[src/rtl/cpu_pkg.sv]
// Shared constants and types for the multi-cycle controller: ALU codes,
// opcodes, FSM state encoding, datapath mux selects and the control bundle.
package cpu_pkg;

  // ALU control codes
  localparam logic [2:0] ALU_AND = 3'd0;
  localparam logic [2:0] ALU_OR  = 3'd1;
  localparam logic [2:0] ALU_ADD = 3'd2;
  localparam logic [2:0] ALU_SUB = 3'd3;
  localparam logic [2:0] ALU_SL  = 3'd4;
  localparam logic [2:0] ALU_SRL = 3'd5;
  localparam logic [2:0] ALU_SRA = 3'd6;
  localparam logic [2:0] ALU_SLT = 3'd7;

  // Opcodes, IR[15:12]
  localparam logic [3:0] OP_RTYPE = 4'h0;
  localparam logic [3:0] OP_ADDI  = 4'h1;
  localparam logic [3:0] OP_LW    = 4'h2;
  localparam logic [3:0] OP_SW    = 4'h3;
  localparam logic [3:0] OP_BEQ   = 4'h4;
  localparam logic [3:0] OP_BNE   = 4'h5;
  localparam logic [3:0] OP_J     = 4'h6;
  localparam logic [3:0] HALT_OP  = 4'hF;

  // ALU operand A select
  localparam logic       SRC_A_PC  = 1'b0;
  localparam logic       SRC_A_REG = 1'b1;

  // ALU operand B select
  localparam logic [1:0] SRC_B_REG    = 2'd0;
  localparam logic [1:0] SRC_B_TWO    = 2'd1;
  localparam logic [1:0] SRC_B_IMM    = 2'd2;
  localparam logic [1:0] SRC_B_IMM_SH = 2'd3;

  // PC source select
  localparam logic [1:0] PCSRC_ALU    = 2'd0;
  localparam logic [1:0] PCSRC_TARGET = 2'd1;
  localparam logic [1:0] PCSRC_JUMP   = 2'd2;

  typedef enum logic [2:0] {
    S_FETCH  = 3'd0,
    S_DECODE = 3'd1,
    S_EXEC   = 3'd2,
    S_MEM    = 3'd3,
    S_WB     = 3'd4,
    S_BRANCH = 3'd5,
    S_HALT   = 3'd6
  } state_t;

  typedef struct packed {
    logic [2:0] alu_control;
    logic       alu_src_a;
    logic [1:0] alu_src_b;
    logic       pc_write;
    logic       ir_write;
    logic       reg_write;
    logic       mem_write;
    logic       target_write;
    logic       mem_read;
    logic       iord;
    logic       mem_to_reg;
    logic       reg_dst;
    logic [1:0] pc_source;
    logic       illegal;
    logic       halted;
    logic       retire;
  } ctrl_t;

  function automatic logic is_legal(input logic [3:0] op);
    return (op <= OP_J) || (op == HALT_OP);
  endfunction

endpackage

[src/rtl/ctrl_decode.sv]
// Combinational control decode: state, opcode, funct and the registered ALU
// zero flag in, control bundle and next state out.
module ctrl_decode
  import cpu_pkg::*;
(
  input  state_t     state,
  input  logic [3:0] opcode,
  input  logic [2:0] funct,
  input  logic       iszero,
  output ctrl_t      ctrl,
  output state_t     next_state
);

  // Per-state output decode and transition selection
  always_comb begin
    ctrl       = '0;
    next_state = S_FETCH;
    case (state)
      S_FETCH: begin
        ctrl.mem_read    = 1'b1;
        ctrl.ir_write    = 1'b1;
        ctrl.alu_src_a   = SRC_A_PC;
        ctrl.alu_src_b   = SRC_B_TWO;
        ctrl.alu_control = ALU_ADD;
        next_state       = S_DECODE;
      end
      S_DECODE: begin
        ctrl.pc_write    = 1'b1;
        ctrl.pc_source   = PCSRC_ALU;
        ctrl.alu_src_a   = SRC_A_PC;
        ctrl.alu_src_b   = SRC_B_IMM_SH;
        ctrl.alu_control = ALU_ADD;
        if (opcode == HALT_OP) begin
          next_state = S_HALT;
        end else if (!is_legal(opcode)) begin
          ctrl.illegal = 1'b1;
          next_state   = S_FETCH;
        end else begin
          next_state = S_EXEC;
        end
      end
      S_EXEC: begin
        // Target register latches the branch target computed in DECODE
        ctrl.target_write = 1'b1;
        case (opcode)
          OP_RTYPE: begin
            ctrl.alu_src_a   = SRC_A_REG;
            ctrl.alu_src_b   = SRC_B_REG;
            ctrl.alu_control = funct;
            next_state       = S_WB;
          end
          OP_ADDI, OP_LW, OP_SW: begin
            ctrl.alu_src_a   = SRC_A_REG;
            ctrl.alu_src_b   = SRC_B_IMM;
            ctrl.alu_control = ALU_ADD;
            next_state       = (opcode == OP_ADDI) ? S_WB : S_MEM;
          end
          OP_BEQ, OP_BNE: begin
            ctrl.alu_src_a   = SRC_A_REG;
            ctrl.alu_src_b   = SRC_B_REG;
            ctrl.alu_control = ALU_SUB;
            next_state       = S_BRANCH;
          end
          OP_J: begin
            ctrl.pc_write  = 1'b1;
            ctrl.pc_source = PCSRC_JUMP;
            ctrl.retire    = 1'b1;
            next_state     = S_FETCH;
          end
          default: next_state = S_FETCH;
        endcase
      end
      S_MEM: begin
        ctrl.iord = 1'b1;
        if (opcode == OP_LW) begin
          ctrl.mem_read = 1'b1;
          next_state    = S_WB;
        end else begin
          ctrl.mem_write = 1'b1;
          ctrl.retire    = 1'b1;
          next_state     = S_FETCH;
        end
      end
      S_WB: begin
        ctrl.reg_write  = 1'b1;
        ctrl.retire     = 1'b1;
        ctrl.mem_to_reg = (opcode == OP_LW);
        ctrl.reg_dst    = (opcode == OP_RTYPE);
        next_state      = S_FETCH;
      end
      S_BRANCH: begin
        // isZero now holds the result of the EXEC subtraction
        ctrl.pc_write  = (opcode == OP_BEQ) ? iszero : !iszero;
        ctrl.pc_source = PCSRC_TARGET;
        ctrl.retire    = 1'b1;
        next_state     = S_FETCH;
      end
      S_HALT: begin
        ctrl.halted = 1'b1;
        next_state  = S_HALT;
      end
      default: next_state = S_FETCH;
    endcase
  end

endmodule

[src/rtl/multicycle_ctrl.sv]
// Multi-cycle controller top: state register, retired-instruction counter and
// reset masking around the combinational decode.
//
//   state  | meaning
//   FETCH  | read instruction into IR, ALU forms PC+2
//   DECODE | PC <= PC+2, ALU forms branch target
//   EXEC   | latch target, issue ALU op (or jump)
//   MEM    | data memory access for lw/sw
//   WB     | register file write
//   BRANCH | conditional PC load from target register
//   HALT   | parked until reset
module multicycle_ctrl
  import cpu_pkg::*;
(
  input  logic        clock,
  input  logic        reset,
  input  logic [3:0]  opcode,
  input  logic [2:0]  funct,
  input  logic        isZero,
  output logic [2:0]  alu_control,
  output logic        alu_src_a,
  output logic [1:0]  alu_src_b,
  output logic        pc_write,
  output logic        ir_write,
  output logic        reg_write,
  output logic        mem_write,
  output logic        target_write,
  output logic        mem_read,
  output logic        iord,
  output logic        mem_to_reg,
  output logic        reg_dst,
  output logic [1:0]  pc_source,
  output logic        illegal,
  output logic        halted,
  output logic        retire,
  output logic [15:0] instr_count
);

  state_t      state_q;
  state_t      state_d;
  state_t      dec_state;
  ctrl_t       ctrl;
  logic [15:0] instr_count_q;

  // While reset is held, the datapath sees the FETCH decode
  assign dec_state = reset ? S_FETCH : state_q;

  ctrl_decode u_decode (
    .state      (dec_state),
    .opcode     (opcode),
    .funct      (funct),
    .iszero     (isZero),
    .ctrl       (ctrl),
    .next_state (state_d)
  );

  // State register
  always_ff @(posedge clock) begin
    if (reset) state_q <= S_FETCH;
    else       state_q <= state_d;
  end

  // Retired-instruction counter, wraps naturally at 16 bits
  always_ff @(posedge clock) begin
    if (reset) instr_count_q <= '0;
    else       instr_count_q <= instr_count_q + {15'd0, ctrl.retire};
  end

  assign alu_control  = ctrl.alu_control;
  assign alu_src_a    = ctrl.alu_src_a;
  assign alu_src_b    = ctrl.alu_src_b;
  assign mem_read     = ctrl.mem_read;
  assign iord         = ctrl.iord;
  assign mem_to_reg   = ctrl.mem_to_reg;
  assign reg_dst      = ctrl.reg_dst;
  assign pc_source    = ctrl.pc_source;
  assign halted       = ctrl.halted;

  // Write enables and pulses are suppressed during reset
  assign pc_write     = ctrl.pc_write     & ~reset;
  assign ir_write     = ctrl.ir_write     & ~reset;
  assign reg_write    = ctrl.reg_write    & ~reset;
  assign mem_write    = ctrl.mem_write    & ~reset;
  assign target_write = ctrl.target_write & ~reset;
  assign retire       = ctrl.retire       & ~reset;
  assign illegal      = ctrl.illegal      & ~reset;

  assign instr_count  = instr_count_q;

endmodule

[config.mk]
export PLATFORM = sky130hd
export DESIGN_NAME = multicycle_ctrl
export DESIGN_NICKNAME = d
export VERILOG_FILES = /design/src/rtl/cpu_pkg.sv /design/src/rtl/ctrl_decode.sv /design/src/rtl/multicycle_ctrl.sv
export SDC_FILE = /design/constraint.sdc
export NUM_CORES = 1
export LEC_CHECK = 0
export BUFFER_PORTS_ARGS = -buffer_cell sky130_fd_sc_hd__buf_2
export CORE_UTILIZATION = 40
export DETAILED_ROUTE_END_ITERATION = 7
export PLACE_DENSITY = 0.67
export REMOVE_ABC_BUFFERS = 1
export SETUP_SLACK_MARGIN = 0.4
export SLEW_MARGIN = 20
export SYNTH_ARGS = -nofsm -noshare
export SYNTH_HDL_FRONTEND = slang
export SYNTH_SLANG_ARGS = --single-unit
[constraint.sdc]
create_clock -name clock -period 4.1 [get_ports clock]
set_input_delay 0.82 -clock clock [delete_from_list [all_inputs] [get_ports clock]]
set_output_delay 0.82 -clock clock [all_outputs]
set_load 0.02 [all_outputs]
==> results of run 1 <==
-- state kept, by name, indices dropped and copies added, names as in the netlist --
name	flops
instr_count	16
state_q	3
-- area by class of cell --
class / count / share of cell area (%)
multi-input combinational: 115 / 51.5
sequential: 19 / 26.4
clock inverter: 1 / 0.348
clock buffer: 3 / 1.56
tap: 31 / 2.69
timing repair buffer: 46 / 16.2
inverter: 5 / 1.30
-- worst max-delay path by stage --
| stage | start | to | slack (ns) | cells past startpoint |
|---|---|---|---|---|
| after global placement | opcode[1] | instr_count[14] | 1.26 | 11 |
| after detailed placement | opcode[1] | instr_count[14] | 1.20 | 11 |
| after global routing | opcode[2] | mem_read | 1.12 | 6 |
| after CTS | opcode[2] | mem_read | 1.22 | 6 |
| after floorplan | reset | alu_control[0] | 1.24 | 2 |
| final | opcode[2] | mem_read | 1.23 | 6 |
-- routing by layer --
layer | part of all wire [%] | GRT usage [%]
met3 | 4.9 | 3.92
met2 | 48 | 28.6
met5 | 0 | 0
met4 | 0.40 | 2.14
met1 | 47 | 25.4
-- per-stage QoR --
step           std cells  utilization [%]
2_1_floorplan        139                -
3_3_place_gp         216             50.4
3_5_place_dp         216             50.4
4_1_cts              220             51.3
5_1_grt              220             51.3
6_report             220             51.3
-- cells by family after synthesis --
logic type | Yosys count
fa+ha+maj | 3
mux | 1
flops | 19
compound gates | 14
buf+inv | 14
simple gates | 81
xor+xnor | 16
-- cells in the final DEF (no fill, tap or decap), drive strengths merged, types with 2 or more instances in the layout --
master and instances:
a21o 2, a21oi 4, buf 46, clkbuf 3
dfxtp 19, ha 3, inv 5, nand2 8
nand2b 3, nand3 10, nand4 5, nor2 24
nor2b 3, nor3 8, nor4 7, nor4b 3
o21ai 4, or3 2, xnor2 10, xor2 6
-- power by group through the flow --
stage / registers, mW / clock network [mW] / logic [mW]
final: 0.191 / 0.0966 / 0.0502
after global routing: 0.192 / 0.105 / 0.0549
after CTS: 0.191 / 0.0994 / 0.0502
after detailed placement: 0.195 / 0 / 0.0500
after global placement: 0.195 / 0 / 0.0494
after floorplan: 0.195 / 0 / 0.0266
-- worst register-to-register path: cells and delay by family, from the launching register on --
kind                     cells  cell delay (ns)
AND/OR/NAND/NOR              5             0.90
flip-flops                   1             0.48
adder cells (fa/ha/maj)      2             0.40
XOR/XNOR                     1             0.17
AO/OA/AOI/OAI                1             0.13
==> impl_metrics.env, run 1 <==
export IMPL_status="finished with violations"
export IMPL_violations="DRC"
export IMPL_rr_endpoint="instr_count[14]"
export IMPL_r2r_slack_ns=1.91
export IMPL_tns_ns=0
export IMPL_post_cts_buffers=0
export IMPL_synthMostInstantiatedCell="nor2_1"
export IMPL_finalCritPeriodShare_pct=70.1
export IMPL_numCtsBuffers=3
export IMPL_ys_types=39
export IMPL_drtIter0Drc=59
export IMPL_n_antenna_cell=0
export IMPL_cts_hold_buf=0
export IMPL_clock_sinks=19
export IMPL_die_w_um=56.7
export IMPL_cts_root_buf="clkbuf_4"
export IMPL_min_path_cells=2
export IMPL_rsz0062_at_grt="false"
export IMPL_drt_pass1_iter_count=6
export IMPL_drv_slew=0
export IMPL_synth_top_family_by_area="simple AND/OR/NAND/NOR gates"
export IMPL_synthXorXnorAreaFrac_pct=11.7
export IMPL_wl_per_cell_um=12.6
export IMPL_row_count=19
export IMPL_synth_flop_cell="dfxtp_1"
export IMPL_slew_headroom_pct=61.6
export IMPL_period_needed_ns=2.87
export IMPL_dpl_hpwl_um=2100
export IMPL_synth_top_area_share_pct=31.8
export IMPL_clk_latency_ns=0.30
export IMPL_synth_seq_cells=19
export IMPL_synth_simple_area_share_pct=37.2
export IMPL_fin_nets=203
export IMPL_crit_slowest_cell="nor4b_1"
export IMPL_syn_cell_area_sq_um=1200
export IMPL_drt_wl_total_um=2780
export IMPL_ir_drop_v=0.000211
export IMPL_hp_start="instr_count[15]"
export IMPL_cts_resized=0
export IMPL_p_leak_nw=0.627
export IMPL_cts_buffer_depth=2
export IMPL_synth_cells=148
export IMPL_synth_top_cell_by_area="dfxtp_1"
export IMPL_grt_pass1_wl_um=4680
export IMPL_crit_family="simple AND/OR/NAND/NOR gates"
export IMPL_synthMuxAreaShare_pct=0.836
export IMPL_layout_setup_ws_ns=1.23
export IMPL_grt_max_degree=28
export IMPL_num_vias=1176
export IMPL_fmax_ghz=0.348
export IMPL_p_int_uw=241
export IMPL_cpMostUsedCell="buf_2"
export IMPL_clkTransAtPathRegs_ns=0.11
export IMPL_synth_area_leaders="dfxtp_1 (32%), nor2_1 (7.5%), xnor2_1 (7.3%), xor2_1 (4.4%), nand3_1 (4.2%)"
export IMPL_nFillCells=278
export IMPL_hold_class="reg2reg"
export IMPL_worstPathCellList="buf_2, nor4b_1, nand3_1, o21ai_0, a21o_1, buf_2"
export IMPL_placed_area_sq_um=1410
export IMPL_hold_viol_final=0
export IMPL_clkPwrFrac_pct=28.6
export IMPL_crit_buf_inv=2
export IMPL_routed_via_density=5.35
export IMPL_maxCapViolCount=0
export IMPL_seq_area_sq_um=380
export IMPL_skew_ns=0.000982
export IMPL_worstMarginPinSlew_ns=0.568
export IMPL_netlist_top_cells_count="nor2_1 (24), dfxtp_1 (19), nand3_1 (10), xnor2_1 (10), nand2_1 (8)"
export IMPL_cts_max_level=1
export IMPL_critPathLaunchType="primary input"
export IMPL_ys_warnings_count=0
export IMPL_p_switching_uw=97.0
export IMPL_multi_input_area_sq_um=742
export IMPL_drcViolationCount=6
export IMPL_synth_compound_area_share_pct=9.09
export IMPL_setup_violations=0
export IMPL_cts_tree="done"
export IMPL_port_buffers=45
export IMPL_p_per_area_nw_per_um2=235
export IMPL_die_area_sq_um=3220
export IMPL_drive_gt1_share_pct=30.2
export IMPL_fp_dieH_um=56.7
export IMPL_worstSetupPathType="in2out"
export IMPL_worst_hold_slack_ns=0.531
export IMPL_grt_pass1_vias=1012
export IMPL_slowest_delay_ns=0.55
export IMPL_synth_edff_count=0
export IMPL_grtUsageTotal_pct=18.0
export IMPL_holdPathEnd="instr_count[15]"
export IMPL_start_util_pct=42.7
export IMPL_critPathRequiredTime_ns=3.28
export IMPL_worstReg2RegStart="state_q[2]"
export IMPL_areaGrowthSynthToFinish_pct=20.3
export IMPL_io_pins=46
export IMPL_yosys_area_share_adder_pct=3.13
export IMPL_grt_ovfl_total=0
export IMPL_endpoint_kind="output pin"
export IMPL_antenna_found_initial=0
export IMPL_syn_avg_cell_area_sq_um=8.09
export IMPL_reg2reg_depth=9
export IMPL_worstPathMaxFanout=11
export IMPL_gp_congestion=0.856
export IMPL_finalInstanceArea_sq_um=1440
export IMPL_arrival_ns=2.05
export IMPL_core_area_sq_um=2810
export IMPL_seqPwrFrac_pct=56.6
export IMPL_async_flop_share_pct=0
export IMPL_dp_slack_ns=1.20
export IMPL_p_total_uw=338
export IMPL_sw_frac_of_total_pct=28.7
export IMPL_antenna_left=0
export IMPL_p_comb_share_pct=14.8
export IMPL_synth_seq_area_share_pct=31.8
(Power assumes the default switching activity.)
==> run 2, diff against run 1 <==
--- a/config.mk
+++ b/config.mk
@@ -8,7 +8,7 @@
 export BUFFER_PORTS_ARGS = -buffer_cell sky130_fd_sc_hd__buf_2
 export CORE_UTILIZATION = 40
 export DETAILED_ROUTE_END_ITERATION = 7
-export PLACE_DENSITY = 0.67
+export PLACE_DENSITY = 0.7
 export REMOVE_ABC_BUFFERS = 1
 export SETUP_SLACK_MARGIN = 0.4
 export SLEW_MARGIN = 20
==> constraint.sdc (replaced) <==
create_clock -name clock -period 2.58 [get_ports clock]
set_input_delay 0.516 -clock clock [delete_from_list [all_inputs] [get_ports clock]]
set_output_delay 0.516 -clock clock [all_outputs]
set_load 0.02 [all_outputs]
==> run 2 against run 1 <==
Effect of this change: the run still ends with DRC left; critical endpoint is now instr_count[14]; setup slack lost 0.87 ns; count of clock-buffer cells in the layout grew 1; non-clock buffer count grew 10; clock skew grew 0.0019 ns; first-iteration DRC count grew 25%; final cell count grew 4.5%; critical path depth grew 4; clock power grew 54%; total power grew 62%; combinational power grew 88%; sequential power grew 59%; global-route usage grew 1.2 points; largest cell class unchanged.
==> impl_metrics.env, run 2 (synthesis results as in run 1) <==
export IMPL_status="finished with violations"
export IMPL_violations="DRC"
export IMPL_p_leak_nw=0.680
export IMPL_critPathLaunchType="register"
export IMPL_clk_latency_ns=0.30
export IMPL_clkTransAtPathRegs_ns=0.10
export IMPL_slowest_delay_ns=0.38
export IMPL_start_util_pct=42.7
export IMPL_core_area_sq_um=2810
export IMPL_r2r_slack_ns=0.36
export IMPL_areaGrowthSynthToFinish_pct=34.2
export IMPL_critPathRequiredTime_ns=2.77
export IMPL_p_switching_uw=154
export IMPL_grt_max_degree=21
export IMPL_clkPwrFrac_pct=27.2
export IMPL_hold_class="in2reg"
export IMPL_fp_dieH_um=56.7
export IMPL_skew_ns=0.00284
export IMPL_finalCritPeriodShare_pct=86.1
export IMPL_grt_pass1_vias=1146
export IMPL_fmax_ghz=0.450
export IMPL_worstSetupPathType="reg2reg"
export IMPL_antenna_left=0
export IMPL_antenna_found_initial=0
export IMPL_setup_violations=0
export IMPL_drt_wl_total_um=3130
export IMPL_drcViolationCount=4
export IMPL_sw_frac_of_total_pct=28.1
export IMPL_largest_reg_flops=16
export IMPL_wl_per_cell_um=13.6
export IMPL_drt_pass1_iter_count=7
export IMPL_cts_hold_buf=0
export IMPL_dpl_hpwl_um=2180
export IMPL_ir_drop_v=0.000289
export IMPL_maxCapViolCount=0
export IMPL_routed_via_density=5.34
export IMPL_p_comb_share_pct=17.3
export IMPL_clock_sinks=19
export IMPL_cts_buffer_depth=2
export IMPL_nFillCells=251
export IMPL_drv_slew=0
export IMPL_startpoint="state_q[2]"
export IMPL_drive_gt1_share_pct=39.7
export IMPL_seq_area_sq_um=389
export IMPL_num_vias=1229
export IMPL_worstPathMaxFanout=3
export IMPL_cts_max_level=1
export IMPL_final_util_pct=57.3
export IMPL_rsz0062_at_grt="true"
export IMPL_row_count=19
export IMPL_worst_hold_slack_ns=0.515
export IMPL_slew_headroom_pct=74.5
export IMPL_layout_common_cells="buf_2 (42), nor2_1 (23), dfxtp_1 (16), buf_4 (11)"
export IMPL_fin_nets=213
export IMPL_rr_endpoint="instr_count[14]"
export IMPL_grt_pass1_wl_um=5000
export IMPL_numCtsBuffers=3
export IMPL_worstReg2RegStart="state_q[2]"
export IMPL_crit_slowest_cell="dfxtp_4"
export IMPL_cp_endpoint="instr_count[14]"
export IMPL_layout_setup_ws_ns=0.359
export IMPL_cts_root_buf="clkbuf_4"
export IMPL_hold_viol_final=0
export IMPL_reg2reg_depth=10
export IMPL_arrival_ns=2.42
export IMPL_gp_congestion=0.852
export IMPL_cts_tree="done"
export IMPL_drtIter0Drc=74
export IMPL_grtUsageTotal_pct=19.2
export IMPL_endpoint_kind="register"
export IMPL_n_antenna_cell=0
export IMPL_p_int_uw=393
export IMPL_dp_slack_ns=0.108
export IMPL_die_area_sq_um=3220
export IMPL_grt_ovfl_total=0
export IMPL_seqPwrFrac_pct=55.5
export IMPL_tns_ns=0
export IMPL_p_per_area_nw_per_um2=340
export IMPL_period_needed_ns=2.22
export IMPL_final_common_cell="buf_2"
export IMPL_multi_input_area_sq_um=807
export IMPL_io_pins=46
export IMPL_worstPathCellList="buf_6, or2b_1, o21a_1, nor2_2, ha_2, ha_4, nand4_1, nor4_2, xnor2_1, nor2_1"
export IMPL_port_buffers=45
export IMPL_worstMarginPinSlew_ns=0.379
export IMPL_die_w_um=56.7
==> run 2: cell count changes in the layout (fill, tap and decap cells not counted), moves of 2 or more <==
cell / before / now
nor4_1: 7 / 5
buf_2: 45 / 42
dfxtp_1: 19 / 16
dfxtp_4: 0 / 2
buf_4: 1 / 11
nor3_2: 0 / 2
ha_1: 3 / 1
nor3_1: 7 / 5
buf_6: 0 / 3
==> run 2: worst min path at each step <==
stage / endpoint / start / slack [ns] / cells after the start
3_5_place_dp: instr_count[15] / instr_count[15] / 0.51 / 2
4_1_cts: state_q[1] / reset / 0.47 / 2
2_1_floorplan: state_q[0] / state_q[2] / 0.51 / 1
6_report: state_q[1] / reset / 0.51 / 2
3_3_place_gp: instr_count[15] / instr_count[15] / 0.50 / 2
5_1_grt: state_q[1] / reset / 0.54 / 2
==> run 2: timing repair <==
item,in CTS,in global routing
setup endpoints to repair,11,13
hold endpoints to repair,0,0
resized for setup,12,11
setup buffers,3,4
pin swaps,3,5
==> run 2: final cells by class <==
| class | instances | share of cell area (%) |
|---|---|---|
| Multi-Input combinational cell | 115 | 50.2 |
| Clock buffer | 4 | 1.64 |
| Inverter | 5 | 1.17 |
| Tap cell | 31 | 2.41 |
| Sequential cell | 19 | 24.2 |
| Timing Repair Buffer | 56 | 20.3 |
==> run 2: worst max-delay path, delay by kind of cell, from the launching register on <==
family,cells,cell delay [ns]
simple gates,5,0.99
flops,1,0.38
fa+ha+maj,2,0.35
xor+xnor,1,0.16
compound gates,1,0.15
buf+inv,1,0.10
==> run 2: stage by stage <==
| step | area (sq um) | cells | power [mW] |
|---|---|---|---|
| after floorplan | 1140 | 139 | 0.352 |
| after global placement | 1440 | 219 | 0.391 |
| after detailed placement | 1440 | 219 | 0.392 |
| after CTS | 1520 | 226 | 0.552 |
| after global routing | 1610 | 230 | 0.573 |
| final | 1610 | 230 | 0.547 |
==> run 2: per-layer routing <==
layer  part of all wire (%)  track usage (%)  up-vias
met1                     47             26.9      579
li1                       -                -      616
met2                     49             29.4       34
met4                      0             5.36        0
met5                      0                0        -
met3                    4.1             4.15        0
==> run 2: power by group through the flow <==
stage | combinational (mW) | sequential (mW) | clock (mW)
floorplan | 0.0422 | 0.309 | 0
global placement | 0.0808 | 0.310 | 0
detailed placement | 0.0816 | 0.311 | 0
CTS | 0.0882 | 0.303 | 0.161
global route | 0.102 | 0.305 | 0.167
finish | 0.0944 | 0.304 | 0.149
